==> src/rtl/cpu_pkg.sv <==
// Shared types and default sizing for the program memory block.
package cpu_pkg;

   localparam int DEF_DATA_W = 4;
   localparam int DEF_ADDR_W = 3;
   localparam int DEF_DEPTH  = 8;

   typedef enum logic [1:0] {
      ST_IDLE = 2'd0,
      ST_LOAD = 2'd1,
      ST_DONE = 2'd2
   } pm_state_e;

endpackage : cpu_pkg

==> src/rtl/prog_mem_array.sv <==
// Program storage with a registered read port and a single write port.
// Reads of addresses beyond DEPTH return zero; reset clears every word.
module prog_mem_array
   import cpu_pkg::*;
#(
   parameter int DATA_W = DEF_DATA_W,
   parameter int ADDR_W = DEF_ADDR_W,
   parameter int DEPTH  = DEF_DEPTH
) (
   input  logic              clk,
   input  logic              rst_n,
   input  logic              rd_en,
   input  logic [ADDR_W-1:0] rd_addr,
   input  logic              wr_en,
   input  logic [ADDR_W-1:0] wr_addr,
   input  logic [DATA_W-1:0] wr_data,
   output logic              rd_valid,
   output logic [DATA_W-1:0] rd_data
);

   localparam logic [ADDR_W:0] DEPTH_L = (ADDR_W+1)'(DEPTH);

   logic [DATA_W-1:0] mem_q [DEPTH];
   logic [DATA_W-1:0] mem_d [DEPTH];
   logic              rd_valid_q, rd_valid_d;
   logic [DATA_W-1:0] rd_data_q,  rd_data_d;
   logic              rd_in_range;
   logic              wr_in_range;

   assign rd_in_range = ({1'b0, rd_addr} < DEPTH_L);
   assign wr_in_range = ({1'b0, wr_addr} < DEPTH_L);

   // next-state of storage and read register; rd_data holds when no read
   always_comb begin
      mem_d      = mem_q;
      rd_valid_d = rd_en;
      rd_data_d  = rd_data_q;
      if (wr_en && wr_in_range) begin
         mem_d[wr_addr] = wr_data;
      end
      if (rd_en) begin
         rd_data_d = rd_in_range ? mem_q[rd_addr] : '0;
      end
   end

   // storage and read register, cleared by synchronous reset
   always_ff @(posedge clk) begin
      if (!rst_n) begin
         for (int i = 0; i < DEPTH; i++) begin
            mem_q[i] <= '0;
         end
         rd_valid_q <= 1'b0;
         rd_data_q  <= '0;
      end else begin
         mem_q      <= mem_d;
         rd_valid_q <= rd_valid_d;
         rd_data_q  <= rd_data_d;
      end
   end

   assign rd_valid = rd_valid_q;
   assign rd_data  = rd_data_q;

endmodule : prog_mem_array

==> src/rtl/prog_mem.sv <==
// Program memory controller: serves reads while idle and sequences
// full-image loads through a write pointer.
//
// state   | meaning
// --------+---------------------------------------------------------
// ST_IDLE | reads accepted; ld_start begins a load
// ST_LOAD | ld_ready high; each ld_valid word written at pointer
// ST_DONE | single-cycle ld_done pulse after the last word
module prog_mem
   import cpu_pkg::*;
#(
   parameter int DATA_W = DEF_DATA_W,
   parameter int ADDR_W = DEF_ADDR_W,
   parameter int DEPTH  = DEF_DEPTH
) (
   input  logic              clk,
   input  logic              rst_n,
   input  logic              rd_req,
   input  logic [ADDR_W-1:0] rd_addr,
   output logic              rd_valid,
   output logic [DATA_W-1:0] rd_data,
   input  logic              ld_start,
   input  logic              ld_valid,
   input  logic [DATA_W-1:0] ld_data,
   output logic              ld_ready,
   output logic              ld_done,
   output logic              busy
);

   localparam logic [ADDR_W-1:0] LAST_PTR = ADDR_W'(DEPTH - 1);

   pm_state_e         state_q, state_d;
   logic [ADDR_W-1:0] ptr_q,   ptr_d;
   logic              rd_en;
   logic              wr_en;

   // a read colliding with ld_start is dropped in favour of the load
   assign rd_en = (state_q == ST_IDLE) && rd_req && !ld_start;
   assign wr_en = (state_q == ST_LOAD) && ld_valid;

   // state transitions and load pointer advance
   always_comb begin
      state_d = state_q;
      ptr_d   = ptr_q;
      unique case (state_q)
         ST_IDLE: begin
            if (ld_start) begin
               state_d = ST_LOAD;
               ptr_d   = '0;
            end
         end
         ST_LOAD: begin
            if (ld_valid) begin
               ptr_d = ptr_q + 1'b1;
               if (ptr_q == LAST_PTR) begin
                  state_d = ST_DONE;
               end
            end
         end
         ST_DONE: begin
            state_d = ST_IDLE;
         end
         default: begin
            state_d = ST_IDLE;
         end
      endcase
   end

   // FSM state and pointer registers
   always_ff @(posedge clk) begin
      if (!rst_n) begin
         state_q <= ST_IDLE;
         ptr_q   <= '0;
      end else begin
         state_q <= state_d;
         ptr_q   <= ptr_d;
      end
   end

   assign ld_ready = (state_q == ST_LOAD);
   assign ld_done  = (state_q == ST_DONE);
   assign busy     = (state_q != ST_IDLE);

   prog_mem_array #(
      .DATA_W (DATA_W),
      .ADDR_W (ADDR_W),
      .DEPTH  (DEPTH)
   ) u_array (
      .clk      (clk),
      .rst_n    (rst_n),
      .rd_en    (rd_en),
      .rd_addr  (rd_addr),
      .wr_en    (wr_en),
      .wr_addr  (ptr_q),
      .wr_data  (ld_data),
      .rd_valid (rd_valid),
      .rd_data  (rd_data)
   );

endmodule : prog_mem

==> config.mk <==
export PLATFORM = sky130hd
export DESIGN_NAME = prog_mem
export DESIGN_NICKNAME = d
export VERILOG_FILES = /design/src/rtl/cpu_pkg.sv /design/src/rtl/prog_mem_array.sv /design/src/rtl/prog_mem.sv
export SDC_FILE = /design/constraint.sdc
export NUM_CORES = 1
export LEC_CHECK = 0
export ABC_AREA = 0
export BUFFER_PORTS_ARGS = -buffer_cell sky130_fd_sc_hd__buf_2
export CAP_MARGIN = 40
export CORE_UTILIZATION = 58
export CTS_CLUSTER_DIAMETER = 40
export DETAILED_ROUTE_END_ITERATION = 6
export MAX_ROUTING_LAYER = met4
export PLACE_DENSITY_LB_ADDON = 0.08
export SLEW_MARGIN = 25
export SYNTH_ARGS = -nofsm -noshare
export SYNTH_HDL_FRONTEND = slang
export SYNTH_SLANG_ARGS = --single-unit
==> constraint.sdc <==
create_clock -name clk -period 2 [get_ports clk]
set_clock_uncertainty 0.2 [all_clocks]
set_input_delay 0.2 -clock clk [delete_from_list [all_inputs] [get_ports clk]]
set_output_delay 0.2 -clock clk [all_outputs]
set_load 0.005 [all_outputs]
# After elaboration in Yosys (flattened, before gate mapping)
# Index checks and enable logic that the tools add are counted.
# word_totals
ff_bits	42
output_inout_bits	8
# op_classes
n_lt_le_gt_ge	3
n_eq_ne	6
n_reduce_logical	10
n_mux	13
addsub	1
bitwise_logic	2
# op_table
operator	count
$bwmux 32	1
$bmux 4 s3	1
$demux 4 s3	1
$mux 4	3
$ge 4x4->1 const B	2
$not 3->4	2
$mux 2	3
$mux 3	2
$pmux 3 s2	1
$reduce_and 3->1	2
$logic_and 1x1->1	4
$lt 4x1->1 const B	1
$ne 2x2->1 const B	2
$pmux 2 s2	1
$reduce_bool 2->1	2
$add 3x1->3 const B	1
$eq 3x3->1 const B	1
$eq 2x1->1 const B	1
$eq 2x2->1 const B	1
$logic_not 2->1	1
$ne 2x1->1 const B	1
$logic_not 1->1	1

# Longest topological paths before layout
# logic_depth
depth_word	6
depth_mapped	6

# Modules after synthesis
# A second synthesis with hierarchy kept.
# hier_totals
cells_unflattened	181
hier_area_um2	1998.2
# modules_own_cells
module	area_per_inst_um2	cells_per_inst	instances
prog_mem_array	1736.7	155	1
prog_mem	261.5	26	1

# Least setup slack after synthesis
# OpenSTA, ideal clock, no wires.
# synth_timing
kind	register -> register
from	reg state_q[0]
to	reg u_array.rd_data_q[0] (netlist: u_array.rd_data[0])
setup_time_ps	96
synth_period_minus_slack_ps	1863
slack_ps	137
required_ps	1704
t_arrival_ps	1568
stages_incl_launch_ff	5
cell_sequence	dfxtp_1 -> buf_6 -> or4b_4 -> or2_4 -> o41ai_2
# synth_via
elab_chain_cells	3
# synth_rtl
item	line	rtl
start, declared	prog_mem.sv:32	pm_state_e state_q, state_d;
start signal, assigned	prog_mem.sv:75	state_q <= state_d;
$logic_not 2->1	prog_mem.sv:38	assign rd_en = (state_q == ST_IDLE) && rd_req && !ld_start;
$logic_and 1x1->1 (2 in series)	prog_mem.sv:38	
end signal, assigned	prog_mem_array.sv:57	rd_data_q <= rd_data_d;
end, declared	prog_mem_array.sv:26	logic [DATA_W-1:0] rd_data_q, rd_data_d;
# No other way between the ends.
# A chain may end at the register's enable or synchronous reset.

# Worst setup path after layout
# layout_timing
from	in ld_start
to	reg u_array.rd_data_q[1] (netlist: u_array.rd_data[1])
# layout_via
elab_chain_cells	2
# layout_rtl
item	line	rtl
start, declared	prog_mem.sv:22	input logic ld_start,
$logic_not 1->1	prog_mem.sv:38	
$logic_and 1x1->1	prog_mem.sv:38	
# No other way between the ends.

==> results.sh <==
export IMPL_timing_final_hold_violations=0
export IMPL_slew_headroom_pct=36.2
export IMPL_synthXorXnorAreaFrac_pct=0
export IMPL_start_util_pct=63.5
export IMPL_synth_nets=252
export IMPL_dpl_hpwl_mm=3.36
export IMPL_final_nets=271
export IMPL_clock_latency_ns=0.36
export IMPL_syn_cell_area_sq_um=2000
export IMPL_ant_nets=0
export IMPL_grt_overflow=0
export IMPL_clock_sinks=42
export IMPL_n_antenna_cell=0
export IMPL_grt_pass1_vias=1783
export IMPL_final_setup_tns_ns=0
export IMPL_critPathKind="input port to flop"
export IMPL_synth_fa_ha_area_share_pct=1.25
export IMPL_min_period_ns=1.93
export IMPL_slowest_stage="dlygate4sd3_1"
export IMPL_cts_htree_levels=2
export IMPL_synth_edf_count=0
export IMPL_clkTransAtPathRegs_ns=0.12
export IMPL_critPathTopFamily="simple AND/OR/NAND/NOR gates"
export IMPL_final_common_cell="dfxtp_1"
export IMPL_period_share_pct=96.7
export IMPL_critPathRequiredTime_ns=2.07
export IMPL_dr_pass1_iters=7
export IMPL_antenna_found_initial=0
export IMPL_coreArea_sq_um=3150
export IMPL_synth_compound_area_share_pct=24.5
export IMPL_path_cells="dlygate4sd3_1, buf_2, or4b_4, or2_4, o41ai_2"
export IMPL_endpoint_kind="flop"
export IMPL_syn_avg_cell_area_sq_um=8.41
export IMPL_wl_mm=5.01
export IMPL_cp_start_kind="input port"
export IMPL_layout_common_cells="42 x dfxtp_1, 36 x nand3_1, 33 x a21oi_1"
export IMPL_async_flop_share_pct=0
export IMPL_die_w_microns=60.7
export IMPL_gp_congestion=0.886
export IMPL_drt_initial_drc_count=182
export IMPL_synth_seq_cells=42
export IMPL_setup_viol=0
export IMPL_leakage_nw=0.834
export IMPL_worst_path_buf_inv=2
export IMPL_outcome="finished clean"
export IMPL_ir_drop_v=0.000362
export IMPL_hold_path_class="input port to flop"
export IMPL_ys_flop_type="dfxtp_1"
export IMPL_arrival_ns=2.00
export IMPL_multi_input_area_sq_um=1070
export IMPL_slew_violations=0
export IMPL_grt_pass1_wl_mm=8.13
export IMPL_drv_cap=0
export IMPL_rsz0062_at_grt="no"
export IMPL_total_power_mw=1.45
export IMPL_viasPerCell=6.23
export IMPL_wl_per_cell_microns=16.6
export IMPL_numPortBuffers=19
export IMPL_synth_cells=238
export IMPL_io_pins=20
export IMPL_cts_tree="yes"
export IMPL_powerDensity_nw_per_um2=641
export IMPL_ys_seq_area_share_pct=42.0
export IMPL_grtUsageTotal_pct=31.9
export IMPL_dp_cells=287
export IMPL_numCtsBuffers=5
export IMPL_area_growth_pct=13.2
export IMPL_synth_simple_area_share_pct=20.9
export IMPL_seqCellArea_sq_um=841
export IMPL_crit_fanout=5
export IMPL_clockRootBuffer="clkbuf_4"
export IMPL_clock_path_buffers=2
export IMPL_worstMarginPinSlew_ns=0.932
export IMPL_dieHeight_microns=60.7
export IMPL_die_area_sq_um=3690
export IMPL_vias=1880
export IMPL_final_cells=302
export IMPL_slowest_delay_ns=0.53
export IMPL_rows=20
export IMPL_grt_max_degree=35
export IMPL_synth_cell_types=36
export IMPL_muxShareOfSynthArea_pct=6.07
export IMPL_fmax_ghz=0.517
export IMPL_synth_top_family_by_area="compound AO/OA/AOI/OAI gates"
export IMPL_layout_drive_gt1_share_pct=20.9
export IMPL_fillers=262
export IMPL_drcViolationCount=0
export IMPL_yosysWarnings=0
export IMPL_utilization_pct=71.8
==> tightest hold or removal path: cells and delay by family <==
kind | cells | cell delay, ns
AND/OR/NAND/NOR | 2 | 0.21
buffers and inverters | 1 | 0.15
==> per-layer routing <==
| layer | track usage, % | share of wire, % | wire length (microns) | vias to the layer above |
|---|---|---|---|---|
| li1 | - | - | - | 908 |
| met5 | - | 0 | 0 | - |
| met4 | 18.5 | 3.2 | 161 | 0 |
| met2 | 49.8 | 48 | 2380 | 91 |
| met3 | 6.18 | 7.0 | 352 | 18 |
| met1 | 38.2 | 42 | 2110 | 863 |
==> power breakdown <==
group / internal [mW] / switching, mW / total, mW
sequential: 0.847 / 0.00783 / 0.855
combinational: 0.0596 / 0.0970 / 0.157
clock: 0.171 / 0.270 / 0.440
==> kinds of logic after synthesis <==
logic type / Yosys count
flip-flops: 42
multiplexers: 11
buffers and inverters: 26
AND/OR/NAND/NOR: 72
AO/OA/AOI/OAI: 85
adder cells (fa/ha/maj): 2
==> area by class of cell <==
cell class / count / area share (%)
Clock buffer: 7 / 2.43
Inverter: 4 / 0.663
Multi-Input combinational cell: 170 / 47.3
Tap cell: 44 / 2.43
Sequential cell: 42 / 37.1
Clock inverter: 1 / 0.221
Timing Repair Buffer: 34 / 9.83
==> stage by stage <==
step | hold WS [ns] | setup slack (ns) | area, sq um
floorplan | 0.141 | 0.137 | 2000
global placement | 0.257 | 0.276 | 2130
finish | 0.0485 | 0.0663 | 2260
global route | 0.0882 | 0.0183 | 2260
detailed placement | 0.267 | 0.161 | 2130
CTS | 0.0346 | 0.0196 | 2250
==> path summary, 6_finish.rpt <==
kind | depth (start not counted) | to | slack [ns] | startpoint
setup / recovery | 5 | u_array.rd_data[1] | 0.07 | ld_start
hold / removal | 3 | state_q[0] | 0.05 | ld_valid
setup reg to reg | 3 | u_array.rd_data[1] | 0.21 | state_q[0]
hold reg to reg | 2 | u_array.mem_q[16] | 0.28 | u_array.mem_q[16]
==> flip-flops by register name, summed over array words and instances, names as in the netlist <==
name,flops
u_array.rd_valid,1
state_q,2
u_array.rd_data,4
ptr_q,3
u_array.mem_q,32
==> synth_stat cells (2+ instances only) <==
master	count	share of area [%]
dfxtp_1	42	42
nand3_1	36	9.0
a21oi_1	33	8.3
o21ai_0	31	7.8
clkbuf_1	18	3.4
nor2b_1	11	3.4
mux2_2	9	5.1
o21ai_1	6	1.5
nand2_1	4	0.75
nand2b_1	4	1.3
o22ai_1	4	1.3
a2111oi_0	3	1.3
a211oi_1	3	1.1
nor2_1	3	0.56
o41ai_2	3	2.4
and4b_1	2	1.0
buf_1	2	0.38
ha_1	2	1.3
inv_1	2	0.38
inv_2	2	0.38
mux2i_1	2	1.0
or2_2	2	0.63
==> what timing repair did <==
item,in CTS,in global routing
gates resized for setup,0,1
setup buffers,0,1
endpoints found under the setup margin,0,1
hold buffers,6,0
hold endpoints to repair,36,0
Note: power is estimated with default switching activity, not from simulation.
